## src/rtl/alu_issue_stage.sv

```systemverilog
// ARM data-processing issue stage: condition check, operand2 shifter, registered ALU handoff, CPSR flags.
// Define ALU_ISSUE_FLAG_BYPASS_EN to forward returning ALU flags into the same-cycle condition/carry evaluation.
module alu_issue_stage #(
   parameter logic [3:0] RESET_NZCV = 4'b0000
) (
   input  logic        clk,
   input  logic        reset,
   input  logic        instr_valid,
   output logic        instr_ready,
   input  logic [31:0] instr,
   output logic [3:0]  rn_addr,
   output logic [3:0]  rm_addr,
   input  logic [31:0] rn_data,
   input  logic [31:0] rm_data,
   output logic        alu_valid,
   input  logic        alu_ready,
   output logic [31:0] operand_a,
   output logic [31:0] operand_b,
   output logic [3:0]  alu_control,
   output logic [3:0]  rd_addr,
   output logic        carry_in,
   output logic        shifter_carry,
   output logic        result_writeback,
   output logic        nzcv_writeback,
   input  logic [3:0]  nzcv_in,
   input  logic        nzcv_in_valid,
   output logic [3:0]  cpsr_nzcv,
   output logic        illegal_instr
);

   localparam logic [3:0] COND_AL = 4'hE;
   localparam logic [3:0] COND_NV = 4'hF;
   localparam logic [3:0] OP_ADC  = 4'd5;
   localparam logic [3:0] OP_SBC  = 4'd6;
   localparam logic [3:0] OP_RSC  = 4'd7;
   localparam logic [3:0] OP_MOV  = 4'd13;
   localparam logic [3:0] OP_MVN  = 4'd15;

   logic        alu_valid_q, alu_valid_d;
   logic [31:0] operand_a_q, operand_a_d;
   logic [31:0] operand_b_q, operand_b_d;
   logic [3:0]  alu_control_q, alu_control_d;
   logic [3:0]  rd_addr_q, rd_addr_d;
   logic        carry_in_q, carry_in_d;
   logic        shifter_carry_q, shifter_carry_d;
   logic        result_wb_q, result_wb_d;
   logic        nzcv_wb_q, nzcv_wb_d;
   logic        illegal_q, illegal_d;
   logic        flag_pending_q, flag_pending_d;
   logic [3:0]  cpsr_q, cpsr_d;

   logic [3:0]  cond, opcode;
   logic        s_bit, i_bit;
   logic [4:0]  shamt, rot2;
   logic [1:0]  shtype;
   logic [31:0] imm32;

   assign cond    = instr[31:28];
   assign i_bit   = instr[25];
   assign opcode  = instr[24:21];
   assign s_bit   = instr[20];
   assign shamt   = instr[11:7];
   assign shtype  = instr[6:5];
   assign rot2    = {instr[11:8], 1'b0};
   assign imm32   = {24'b0, instr[7:0]};
   assign rn_addr = instr[19:16];
   assign rm_addr = instr[3:0];

   logic [3:0] flags_eff;
   logic       pending_eff;
`ifdef ALU_ISSUE_FLAG_BYPASS_EN
   assign flags_eff   = nzcv_in_valid ? nzcv_in : cpsr_q;
   assign pending_eff = flag_pending_q & ~nzcv_in_valid;
`else
   assign flags_eff   = cpsr_q;
   assign pending_eff = flag_pending_q;
`endif

   logic c_flag;
   assign c_flag = flags_eff[1];

   function automatic logic cond_pass(input logic [3:0] cc, input logic [3:0] f);
      logic n, z, c, v;
      {n, z, c, v} = f;
      case (cc)
         4'h0:    return z;
         4'h1:    return ~z;
         4'h2:    return c;
         4'h3:    return ~c;
         4'h4:    return n;
         4'h5:    return ~n;
         4'h6:    return v;
         4'h7:    return ~v;
         4'h8:    return c & ~z;
         4'h9:    return ~c | z;
         4'hA:    return n == v;
         4'hB:    return n != v;
         4'hC:    return ~z & (n == v);
         4'hD:    return z | (n != v);
         4'hE:    return 1'b1;
         default: return 1'b0;
      endcase
   endfunction

   // Extended vectors carry the last shifted-out bit alongside the result.
   logic [32:0] lsl_ext, lsr_ext, asr_ext;
   logic [31:0] ror_res, imm_res;
   logic [31:0] shift_res;
   logic        shift_co;

   always_comb begin
      lsl_ext   = {1'b0, rm_data} << shamt;
      lsr_ext   = {rm_data, 1'b0} >> shamt;
      asr_ext   = $signed({rm_data, 1'b0}) >>> shamt;
      ror_res   = (rm_data >> shamt) | (rm_data << (6'd32 - {1'b0, shamt}));
      imm_res   = (imm32 >> rot2) | (imm32 << (6'd32 - {1'b0, rot2}));
      shift_res = rm_data;
      shift_co  = c_flag;
      if (i_bit) begin
         shift_res = imm_res;
         shift_co  = (rot2 == 5'd0) ? c_flag : imm_res[31];
      end else begin
         case (shtype)
            2'b00: begin
               if (shamt != 5'd0) begin
                  shift_res = lsl_ext[31:0];
                  shift_co  = lsl_ext[32];
               end
            end
            2'b01: begin
               if (shamt == 5'd0) begin
                  shift_res = 32'd0;
                  shift_co  = rm_data[31];
               end else begin
                  shift_res = lsr_ext[32:1];
                  shift_co  = lsr_ext[0];
               end
            end
            2'b10: begin
               if (shamt == 5'd0) begin
                  shift_res = {32{rm_data[31]}};
                  shift_co  = rm_data[31];
               end else begin
                  shift_res = asr_ext[32:1];
                  shift_co  = asr_ext[0];
               end
            end
            default: begin
               if (shamt == 5'd0) begin
                  shift_res = {c_flag, rm_data[31:1]};
                  shift_co  = rm_data[0];
               end else begin
                  shift_res = ror_res;
                  shift_co  = ror_res[31];
               end
            end
         endcase
      end
   end

   logic illegal_word, rrx, stall, accept, issue;

   always_comb begin
      illegal_word = (instr[27:26] != 2'b00) | (~i_bit & instr[4])
                   | ((opcode[3:2] == 2'b10) & ~s_bit) | (cond == COND_NV);
      rrx          = ~i_bit & (shtype == 2'b11) & (shamt == 5'd0);
      stall        = pending_eff & ((cond != COND_AL) | (opcode == OP_ADC) | (opcode == OP_SBC)
                                    | (opcode == OP_RSC) | rrx | s_bit);
      instr_ready  = ~stall & (~alu_valid_q | alu_ready);
      accept       = instr_valid & instr_ready;
      issue        = accept & ~illegal_word & cond_pass(cond, flags_eff);
   end

   always_comb begin
      alu_valid_d     = alu_valid_q;
      operand_a_d     = operand_a_q;
      operand_b_d     = operand_b_q;
      alu_control_d   = alu_control_q;
      rd_addr_d       = rd_addr_q;
      carry_in_d      = carry_in_q;
      shifter_carry_d = shifter_carry_q;
      result_wb_d     = result_wb_q;
      nzcv_wb_d       = nzcv_wb_q;
      illegal_d       = accept & illegal_word;
      flag_pending_d  = flag_pending_q;
      cpsr_d          = nzcv_in_valid ? nzcv_in : cpsr_q;

      if (alu_ready)
         alu_valid_d = 1'b0;
      if (issue) begin
         alu_valid_d     = 1'b1;
         operand_a_d     = ((opcode == OP_MOV) || (opcode == OP_MVN)) ? shift_res : rn_data;
         operand_b_d     = shift_res;
         alu_control_d   = opcode;
         rd_addr_d       = instr[15:12];
         carry_in_d      = c_flag;
         shifter_carry_d = shift_co;
         result_wb_d     = (opcode[3:2] != 2'b10);
         nzcv_wb_d       = s_bit;
      end

      // A new flag-setting issue outranks a flag return in the same cycle.
      if (issue && s_bit)
         flag_pending_d = 1'b1;
      else if (nzcv_in_valid)
         flag_pending_d = 1'b0;
   end

   always_ff @(posedge clk) begin
      if (reset) begin
         alu_valid_q     <= 1'b0;
         operand_a_q     <= 32'd0;
         operand_b_q     <= 32'd0;
         alu_control_q   <= 4'd0;
         rd_addr_q       <= 4'd0;
         carry_in_q      <= 1'b0;
         shifter_carry_q <= 1'b0;
         result_wb_q     <= 1'b0;
         nzcv_wb_q       <= 1'b0;
         illegal_q       <= 1'b0;
         flag_pending_q  <= 1'b0;
         cpsr_q          <= RESET_NZCV;
      end else begin
         alu_valid_q     <= alu_valid_d;
         operand_a_q     <= operand_a_d;
         operand_b_q     <= operand_b_d;
         alu_control_q   <= alu_control_d;
         rd_addr_q       <= rd_addr_d;
         carry_in_q      <= carry_in_d;
         shifter_carry_q <= shifter_carry_d;
         result_wb_q     <= result_wb_d;
         nzcv_wb_q       <= nzcv_wb_d;
         illegal_q       <= illegal_d;
         flag_pending_q  <= flag_pending_d;
         cpsr_q          <= cpsr_d;
      end
   end

   assign alu_valid        = alu_valid_q;
   assign operand_a        = operand_a_q;
   assign operand_b        = operand_b_q;
   assign alu_control      = alu_control_q;
   assign rd_addr          = rd_addr_q;
   assign carry_in         = carry_in_q;
   assign shifter_carry    = shifter_carry_q;
   assign result_writeback = result_wb_q;
   assign nzcv_writeback   = nzcv_wb_q;
   assign illegal_instr    = illegal_q;
   assign cpsr_nzcv        = cpsr_q;

endmodule

```

## config.mk

```make
export PLATFORM = sky130hd
export DESIGN_NAME = alu_issue_stage
export DESIGN_NICKNAME = d
export VERILOG_FILES = /design/src/rtl/alu_issue_stage.sv
export SDC_FILE = /design/constraint.sdc
export NUM_CORES = 1
export LEC_CHECK = 0
export CAP_MARGIN = 20
export CELL_PAD_IN_SITES_DETAIL_PLACEMENT = 0
export CELL_PAD_IN_SITES_GLOBAL_PLACEMENT = 1
export CORE_MARGIN = 5
export CORE_UTILIZATION = 40
export CTS_BUF_LIST = sky130_fd_sc_hd__clkbuf_8 sky130_fd_sc_hd__clkbuf_16
export CTS_CLUSTER_SIZE = 24
export DETAILED_ROUTE_END_ITERATION = 8
export HOLD_SLACK_MARGIN = 0.08
export PLACE_DENSITY_LB_ADDON = 0.1
export RECOVER_POWER = 25
export SYNTH_ARGS = -nofsm -noshare
export SYNTH_HDL_FRONTEND = slang
export SYNTH_SLANG_ARGS = --single-unit
```

## constraint.sdc

```tcl
create_clock -name clk -period 6.5 [get_ports clk]
set_input_delay 1.3 -clock clk [delete_from_list [all_inputs] [get_ports clk]]
set_output_delay 1.3 -clock clk [all_outputs]
set_load 0.01 [all_outputs]
```

# Word-level counts from Yosys, hierarchy flattened
# Cells that the tools add are included.
[totals] reg_bits=83 input_bits=105 output_inout_bits=91 elab_cells=112
[classes] add_sub_neg=2 n_eq_ne=28 shifts=7 n_mux=19 bitwise_logic=34 reduce_logical=10
[op_table] op="32-bit two-way mux" count=6
[op_table] op="32-bit one-hot mux with 3 select lines" count=1
[op_table] op="32-bit bitwise OR" count=2
[op_table] op="4-bit equality test (second input constant)" count=10
[op_table] op="32-bit by 5-bit left shift with 33-bit output" count=1
[op_table] op="33-bit by 5-bit right shift with 33-bit output" count=1
[op_table] op="33-bit by 5-bit >>> shifter with 33-bit output" count=1
[op_table] op="32-bit by 6-bit left shift with 32-bit output" count=1
[op_table] op="8-bit by 6-bit left shift with 32-bit output" count=1
[op_table] op="32-bit by 5-bit right shift with 32-bit output" count=1
[op_table] op="8-bit by 5-bit right shift with 32-bit output" count=1
[op_table] op="4-bit by 3-bit equality test with 1-bit output (second input constant)" count=7
[op_table] op="1-bit one-hot mux with 15 select lines" count=1
[op_table] op="1-bit bitwise AND" count=12
[op_table] op="6-bit by 5-bit subtractor with 6-bit output (first input constant)" count=2
[op_table] op="1-bit bitwise OR" count=11
[op_table] op="5-bit zero test" count=2
[op_table] op="1-bit two-way mux" count=10
[op_table] op="1-bit inverter" count=9
[op_table] op="4-bit by 2-bit equality test with 1-bit output (second input constant)" count=2
[op_table] op="2-bit equality test (second input constant)" count=3
[op_table] op="2-bit nonzero test" count=3
[op_table] op="5-bit nonzero test" count=1
[op_table] op="4-bit by 1-bit equality test with 1-bit output (second input constant)" count=1
[op_table] op="other kinds (10)" count=10

# Depth between registers and ports, before layout
# Gate-level depths: netlist of run 1.
[logic_depth] word_depth=14 depth_mapped=18 depth_no_buf=12

# Least setup slack after synthesis of run 1
# OpenSTA, ideal clock, no wires.
[synth_timing] path_kind="in2reg" start="input port instr[8]" end="register shifter_carry_q (netlist: shifter_carry)" setup_ns=0.132 arrival_time_ns=4.733 required_ns=6.368 path_slack_ns=1.635 path_stages=16 path_buffers=7 path_cell_list="buf_4 -> buf_4 -> buf_2 -> inv_1 -> clkbuf_1 -> ha_1 -> buf_2 -> buf_2 -> buf_2 -> mux4_2 -> mux4_2 -> a22o_1 -> a311oi_2 -> o32ai_1 -> o211ai_1 -> a21oi_1"
[synth_via] elab_chain_len=10 elab_cells_between_ends=30 classes_between="2 x add/sub; 7 x shift; 7 x mux; 11 x bitwise; 3 x reduce/logical"
[synth_rtl] element="start, declared" line_no="10" rtl="input logic [31:0] instr,"
[synth_rtl] element="parallel branches: the longest is 10 deep, another holds 6-bit by 5-bit subtractor with 6-bit output"
[synth_rtl] element="end signal, assigned" line_no="230" rtl="shifter_carry_q <= shifter_carry_d;"
[synth_rtl] element="end, declared" line_no="45" rtl="logic shifter_carry_q, shifter_carry_d;"
# Several ways; the timed one is not identified.
# A chain may end at the register's enable or synchronous reset.

# Worst setup path in the final report of run 1
[layout_timing] start="input port instr[8]" end="output port instr_ready"
[layout_via] elab_chain_len=7
[layout_rtl] element="5-bit zero test" line_no="166" rtl="rrx = ~i_bit & (shtype == 2'b11) & (shamt == 5'd0);"
[layout_rtl] element="1-bit bitwise AND" line_no="166"
[layout_rtl] element="1-bit bitwise OR (2 in a row)" line_no="168" rtl="| (opcode == OP_RSC) | rrx | s_bit);"
[layout_rtl] element="1-bit bitwise AND" line_no="167" rtl="stall = pending_eff & ((cond != COND_AL) | (opcode == OP_ADC) | (opcode == OP_SBC)"
[layout_rtl] element="1-bit inverter" line_no="169" rtl="instr_ready = ~stall & (~alu_valid_q | alu_ready);"
[layout_rtl] element="1-bit bitwise AND" line_no="169"
[layout_rtl] element="end, declared" line_no="9" rtl="output logic instr_ready,"
# No other way between the ends.

==> out/results.md, run 1 <==
• **Leak Pwr** 0.005240 uW
• **sink count of the clock tree** 83
• **vias** 14853
• **detailed-route wire length** 71.93 mm
• **register bit total from synthesis** 83
• **Num CTS Buffers** 9
• **pwr dens** 157.7 nW/um^2
• **sequential element share of the synthesized area** 13.42%
• **arrival time of data at the critical path endpoint** 3840 ps
• **Peak VDD IR** 0.1444 mV
• **Synth warnings** 0
• **number of global-route vias before repair** 14125
• **smallest hold slack** 450.7 ps
• **required time at the endpoint of the critical path** 5200 ps
• **worst hold path class** register to register
• **Die Footprint** 34560 sq um
• **Max-cap violations** 0
• **Root Buffer Master** sky130_fd_sc_hd__clkbuf_16
• **number of ports placed on the die boundary** 196
• **count of endpoints failing setup in the final report** 0
• **number of DRC violations after detailed routing** 0
• **Chip Height** 185.9 um
• **cells taking the most area after synthesis** sky130_fd_sc_hd__mux4_2 20%, sky130_fd_sc_hd__dfxtp_1 13%, sky130_fd_sc_hd__mux2i_1 6.5%
• **final clock period utilization by the worst path** 79.10%
• **netlist area before placement** 12380 sq um
• **count of distinct cell types in the synthesized netlist** 81
• **Hold Fails Final Rpt** 0
• **area taken by flip-flops and latches** 1662 sq um
• **Avg Cell Area, Syn** 7.986 sq um
• **worst setup skew after layout** 5.455 ps
• **floorplan row count** 64
• **maximum fanout along the worst path** 12
• **antenna violations before repair** 1
• **DRC marker count from the first detailed-route iteration** 2421
• **run status** complete, no violations
• **Initial DRT Pass Iterations** 6
• **maximum number of pins on one net before global-route repair** 127
• **count of H-tree levels built during CTS** 3
• **maximum clock frequency** 194.5 MHz
• **slew of the pin with the lowest slew margin** 1230 ps
• **Worst Path Class, Setup** input port to output port
• **clock tree buffer depth** 2
• **sum of overflow across all layers after global routing** 0
• **cell taking the most area after synthesis** sky130_fd_sc_hd__mux4_2
• **clock-pin slew on the worst setup and hold paths** 60 ps
• **wire length of the first global-routing pass** 101.8 mm
• **P&R area growth vs syn** 19.37%
• **Routed WL per cell** 35.40 um
• **combined area of the multi-input logic cells** 9718 sq um
• **post-CTS repair timing setup buffer count** 0
• **placer congestion estimate** 1.062
• **unrepaired setup endpoints after global routing** false
• **Initial Util** 40.47%
• **post_cts resized** 0
• **count of pins over their slew limit** 0
• **number of flops mapped to enable cells by yosys** 0
• **remaining max-slew budget at the tightest pin** 17.76%
• **Synth top cells by count** 164 x sky130_fd_sc_hd__nand2_1, 158 x sky130_fd_sc_hd__nor2_1, 119 x sky130_fd_sc_hd__a21oi_1, 112 x sky130_fd_sc_hd__mux4_2, 103 x sky130_fd_sc_hd__clkbuf_1
• **proportion of register bits with asynchronous set or reset after synthesis** 0%
• **horizontal extent of the die** 185.9 um
• **Final ANT Viol Nets** 0
• **Most used DFF post-synth** sky130_fd_sc_hd__dfxtp_1
• **CP Launch Type** input port
• **most numerous cell in the Yosys netlist** sky130_fd_sc_hd__nand2_1
• **CORE AREA** 30590 sq um
• **Setup TNS** 0 ps
• **area share of the leading cell type in the synthesized netlist** 20.38%
• **post-synthesis instance total** 1550
• **half-perimeter wire length after placement** 52.33 mm
• **ratio of routed vias to standard cells** 7.310
• **number of input and output port buffers inserted** 187
• **Tot GR Track Use** 40.23%
• **share of final-layout standard cells stronger than drive strength 1** 17.68%
• **cts-stage hold buffer count** 0
• **Fill cells** 3024
• **synthesized netlist net count** 1659
• **final worst path period need** 5141 ps
• **kind of end point of the critical path** output port
• **CTS tree** done
• **count of nets after finishing** 1739
• **Worst-Skew Late Latency** 360 ps
## cell families (layout without fill, tap and decap cells)
logic type / Yosys count / in the layout / synth area share [%]
AND/OR/NAND/NOR: 505 / 505 / 18.64
buffers and inverters: 212 / 297 / 8.238
XOR/XNOR: 10 / 10 / 1.011
AO/OA/AOI/OAI: 493 / 493 / 26.80
other: 0 / 1 / 0
multiplexers: 243 / 243 / 31.49
flip-flops: 83 / 83 / 13.42
adder cells (fa/ha/maj): 4 / 4 / 0.4043
## sequential cells by signal, summed over array words and instances, names as in the netlist, 4 cells and up
name	count
rd_addr	4
operand_b	32
alu_control	4
cpsr_nzcv	4
operand_a	32
## per-stage QoR
| stage | setup WS (ps) | power (uW) | instances | utilization [%] | instance area, sq um |
|---|---|---|---|---|---|
| floorplan | 1635 | 1231 | 1550 | - | 12380 |
| global placement | 1305 | 1684 | 2014 | 47.06 | 14390 |
| detailed placement | 1274 | 1679 | 2014 | 47.06 | 14390 |
| CTS | 1370 | 2282 | 2030 | 48.20 | 14750 |
| global route | 1177 | 2388 | 2031 | 48.29 | 14770 |
| finish | 1359 | 2329 | 2032 | 48.30 | 14780 |
## layer usage
metal	up-vias	GRT usage [%]	wire, um
li1	6159	-	-
met1	7245	55.12	28050
met2	1215	57.96	30140
met3	232	13.66	9938
met4	2	16.70	3799
met5	-	0	7
## cells in the final DEF, fill, tap and decap left out, drive strengths merged, types with 12 or more instances in the layout
cell and instances:
mux2i 80, a21oi 119, clkdlybuf4s50 141, mux2 51, o22ai 12, nand2 164, nand2b 15, dlygate4sd3 40
inv 17, a2111oi 13, nand3 43, nor4 14, a31oi 19, o21ai 107, dfxtp 83, o211ai 23
a221oi 15, buf 82, or3 12, nor2 158, mux4 112, o221ai 12, nor3 36, o31ai 15
a211oi 24
## critical path, stage by stage
cell                              delay [ps]
sky130_fd_sc_hd__buf_4                   100
sky130_fd_sc_hd__inv_1                    60
sky130_fd_sc_hd__ha_1                    260
sky130_fd_sc_hd__and2_1                  170
sky130_fd_sc_hd__ha_1                    330
sky130_fd_sc_hd__buf_4                   270
sky130_fd_sc_hd__nand3_1                 100
sky130_fd_sc_hd__nor2_1                   80
sky130_fd_sc_hd__o41ai_1                 450
sky130_fd_sc_hd__and2_1                  180
sky130_fd_sc_hd__clkdlybuf4s50_1         530
## power by group
group	internal, uW	switching [uW]	total, uW
registers	522	8.71	530
logic	454	738	1190
clock network	386	220	607
total	1360	967	2330
## area by class of cell
class                      instances  share of cell area, %
antenna                            1                0.01694
clock buffer                      10                  1.617
clock inverter                     6                 0.7621
inverter                          18                 0.4573
multi-input combinational       1255                  65.77
sequential                        83                  11.25
tap                              396                  3.353
timing repair buffer             263                  16.78
## path summary, 6_finish.rpt
check	cells after the start	slack, ps	endpoint	startpoint
setup / recovery	11	1360	instr_ready	instr[8]
hold reg to reg	2	450	operand_a[22]	operand_a[22]
setup reg to reg	8	3480	operand_a[1]	cpsr_nzcv[3]
hold / removal	2	450	operand_a[22]	operand_a[22]
Note: power is estimated with default switching activity, not from simulation.
==> inputs of run 2 (changes only) <==
--- a/config.mk
+++ b/config.mk
@@ -9,7 +9,7 @@
 export CELL_PAD_IN_SITES_DETAIL_PLACEMENT = 0
 export CELL_PAD_IN_SITES_GLOBAL_PLACEMENT = 1
 export CORE_MARGIN = 5
-export CORE_UTILIZATION = 40
+export CORE_UTILIZATION = 38
 export CTS_BUF_LIST = sky130_fd_sc_hd__clkbuf_8 sky130_fd_sc_hd__clkbuf_16
 export CTS_CLUSTER_SIZE = 24
 export DETAILED_ROUTE_END_ITERATION = 8
==> constraint.sdc (replaced) <==
create_clock -name clk -period 4.1 [get_ports clk]
set_input_delay 0.82 -clock clk [delete_from_list [all_inputs] [get_ports clk]]
set_output_delay 0.82 -clock clk [all_outputs]
set_load 0.01 [all_outputs]
==> run 2 against run 1 <==
  * Register-to-register slack worse by 2300 ps
  * Non-clock buffer count up 270
  * Routed wire length increased by 4.7%
  * Utilization increased by 4.7 points
  * Critical path depth stayed put
  * Worst setup slack got worse by 1200 ps
==> out/results.md, run 2 (synthesis results as in run 1) <==
• **run status** complete, no violations
• **floorplan row count** 66, +3.1%
• **Peak VDD IR** 0.1868 mV, +29%
• **clock tree buffer depth** 2, unchanged
• **wire length of the first global-routing pass** 108.0 mm, +6.1%
• **number of global-route vias before repair** 15659, +11%
• **startpoint of the most critical hold path** shifter_carry
• **final worst path period need** 3952 ps
• **sum of overflow across all layers after global routing** 0, unchanged
• **arrival time of data at the critical path endpoint** 4160 ps, +320 ps
• **placer congestion estimate** 1.096, +3.1%
• **half-perimeter wire length after placement** 58.88 mm, +13%
• **register share of total power** 21.6%, -1.2 points
• **Fill cells** 3154, +4.3%
• **clock network fraction of total power** 20.5%, -5.5 points
• **combinational group share of total power** 57.9%, +6.7 points
• **worst setup skew after layout** 2.753 ps, -2.701 ps
• **horizontal extent of the die** 190.5 um, +2.5%
• **count of pins over their slew limit** 0, unchanged
• **combined area of the multi-input logic cells** 9729 sq um, +0.12%
• **number of DRC violations after detailed routing** 0, unchanged
• **kind of end point of the critical path** register
• **WHS Path Cells** 2, unchanged
• **cell-internal power** 2289 uW, +68%
• **highest-count cells in the layout ignoring fill and taps** 314 x sky130_fd_sc_hd__buf_4, 164 x sky130_fd_sc_hd__nand2_1, 158 x sky130_fd_sc_hd__nor2_1
• **Leak Pwr** 0.006618 uW, +26%
• **ratio of routed vias to standard cells** 6.807, -6.9%
• **switching pwr** 1597 uW, +65%
• **post_cts resized** 0, unchanged
• **most common library cell in the layout ignoring fill and taps** sky130_fd_sc_hd__buf_4
• **worst path cell trace** buf_6 -> buf_12 -> buf_4 -> mux4_2 -> o21ai_0 -> buf_4 -> nor2_1 -> a2111oi_0 -> o21ai_0 -> a21oi_1 -> a21oi_1
• **Initial Util** 38.24%, -2.2 points
• **unrepaired setup endpoints after global routing** false
• **slew of the pin with the lowest slew margin** 980.3 ps, -249.5 ps
• **Worst Path Class, Setup** input port to register
• **Worst-Skew Late Latency** 340 ps, -20 ps
• **Layout Utilization** 53.00%, +4.7 points
• **pwr dens** 226.5 nW/um^2, +44%
• **clock-pin slew on the worst setup and hold paths** 60 ps, about the same
• **reg2reg path depth** 8, unchanged
• **CTS tree** done
• **Initial DRT Pass Iterations** 5, -1
• **DRC marker count from the first detailed-route iteration** 2354, -2.8%
• **Chip Height** 190.5 um, +2.5%
• **Critical Path Slowest Stage Cell** sky130_fd_sc_hd__mux4_2
• **area taken by flip-flops and latches** 1662 sq um, unchanged
• **Tot GR Track Use** 40.21%, about the same
• **post-layout instance count excluding filler cells** 2346, +15%
• **CORE AREA** 32370 sq um, +5.8%
• **maximum clock frequency** 253.0 MHz
• **Final ANT Viol Nets** 0, unchanged
• **startpoint of the worst-slack reg-to-reg timing path** cpsr_nzcv[3]
• **Endpoint, Worst Hold** shifter_carry
• **Hold Fails Final Rpt** 0, unchanged
• **number of cells after detailed placement** 2331, +16%
• **number of ports placed on the die boundary** 196, unchanged
• **smallest hold slack** 450.9 ps, +0.2470 ps
• **Worst path max stage delay** 600 ps, +70 ps
• **post-CTS repair timing setup buffer count** 0, unchanged
• **number of input and output port buffers inserted** 187, unchanged
• **maximum number of pins on one net before global-route repair** 68, -46%
• **minimum setup slack after placement** -71.99 ps, -1346 ps
• **worst flop-to-flop path endpoint** operand_a[1]
• **vias** 15970, +7.5%
• **remaining max-slew budget at the tightest pin** 34.58%, +17 points
• **reg-to-reg setup timing slack** 1160 ps, -2320 ps
• **count of endpoints failing setup in the final report** 0, unchanged
• **worst hold path class** register to register
• **Routed WL per cell** 32.09 um, -9.4%
• **detailed-route wire length** 75.28 mm, +4.7%
• **required time at the endpoint of the critical path** 4310 ps, -890 ps
• **Net Sw Frac** 41.09%, -0.43 points
• **final clock period utilization by the worst path** 96.40%
• **post-route design area** 17160 sq um, +16%
• **share of final-layout standard cells stronger than drive strength 1** 29.32%, +12 points
• **Root Buffer Master** sky130_fd_sc_hd__clkbuf_16
• **CP Launch Type** input port
• **sink count of the clock tree** 83, unchanged
• **maximum fanout along the worst path** 45, +33
• **P&R area growth vs syn** 38.61%
• **antenna violations before repair** 4, +3
• **crit path setup slack, layout** 147.6 ps, -1211 ps
• **count of nets after finishing** 2009, +16%
• **Num CTS Buffers** 9, unchanged
• **Die Footprint** 36280 sq um, +5.0%
• **placed standard-cell area** 16870 sq um, +17%
• **count of H-tree levels built during CTS** 3, unchanged
• **Max-cap violations** 0, unchanged
• **cts-stage hold buffer count** 0, unchanged
[run 2: cell types whose count changed in the layout (fill, tap and decap cells not counted), moves of 2 or more]
cell and change:
sky130_fd_sc_hd__buf_4 +241, sky130_fd_sc_hd__buf_12 +30, sky130_fd_sc_hd__clkdlybuf4s50_1 +4, sky130_fd_sc_hd__dlygate4sd3_1 -4, sky130_fd_sc_hd__bufinv_16 -2, sky130_fd_sc_hd__clkinv_4 -2
[run 2: through the flow]
stage | total power (uW) | setup TNS, ps
6_report | 3886 | 0
5_1_grt | 4002 | 0
4_1_cts | 3818 | 0
3_5_place_dp | 3021 | -296.2
3_3_place_gp | 3018 | -551.9
2_1_floorplan | 1958 | -6.545
[run 2: how the worst max path moves through the flow]
stage | startpoint | endpoint | slack (ps)
4_1_cts | instr[8] | instr_ready | 190
2_1_floorplan | instr[9] | shifter_carry | -7
5_1_grt | instr[7] | operand_b[21] | 20
3_5_place_dp | instr[7] | operand_a[21] | -70
6_report | instr[7] | operand_b[21] | 150
3_3_place_gp | instr[7] | operand_a[21] | -130
[run 2: final cells by class]
type                    count  share of cell area, %
clock inverters             4                 0.2552
multi-input cells        1255                  56.71
inverters                  18                 0.3938
clock buffers              10                  1.393
well taps                 442                  3.223
repair buffers            533                  28.33
flip-flops and latches     83                  9.684
diodes                      1                0.01458
[run 2: per-layer routing]
metal / share of wire (%) / global-route usage (%) / vias up / wire length [um]
met3: 13 / 13.58 / 276 / 9860
met4: 6.0 / 18.40 / 6 / 4547
met2: 43 / 60.28 / 1266 / 32010
met1: 38 / 52.48 / 7736 / 28810
li1: - / - / 6686 / -
met5: 0.061 / 0 / - / 46
[run 2: power by group through the flow]
stage	registers [uW]	logic (uW)	clock network [uW]
after floorplan	866	1090	0
after global routing	844	2310	845
after detailed placement	859	2160	0
after CTS	841	2170	806
final	841	2250	795
after global placement	859	2160	0
[run 2: worst max-delay path: cells and delay by family]
kind | cells | cell delay [ps]
AOI/OAI and AO/OA | 5 | 1740
buffers and inverters | 4 | 910
muxes | 1 | 600
and+or+nand+nor | 1 | 30
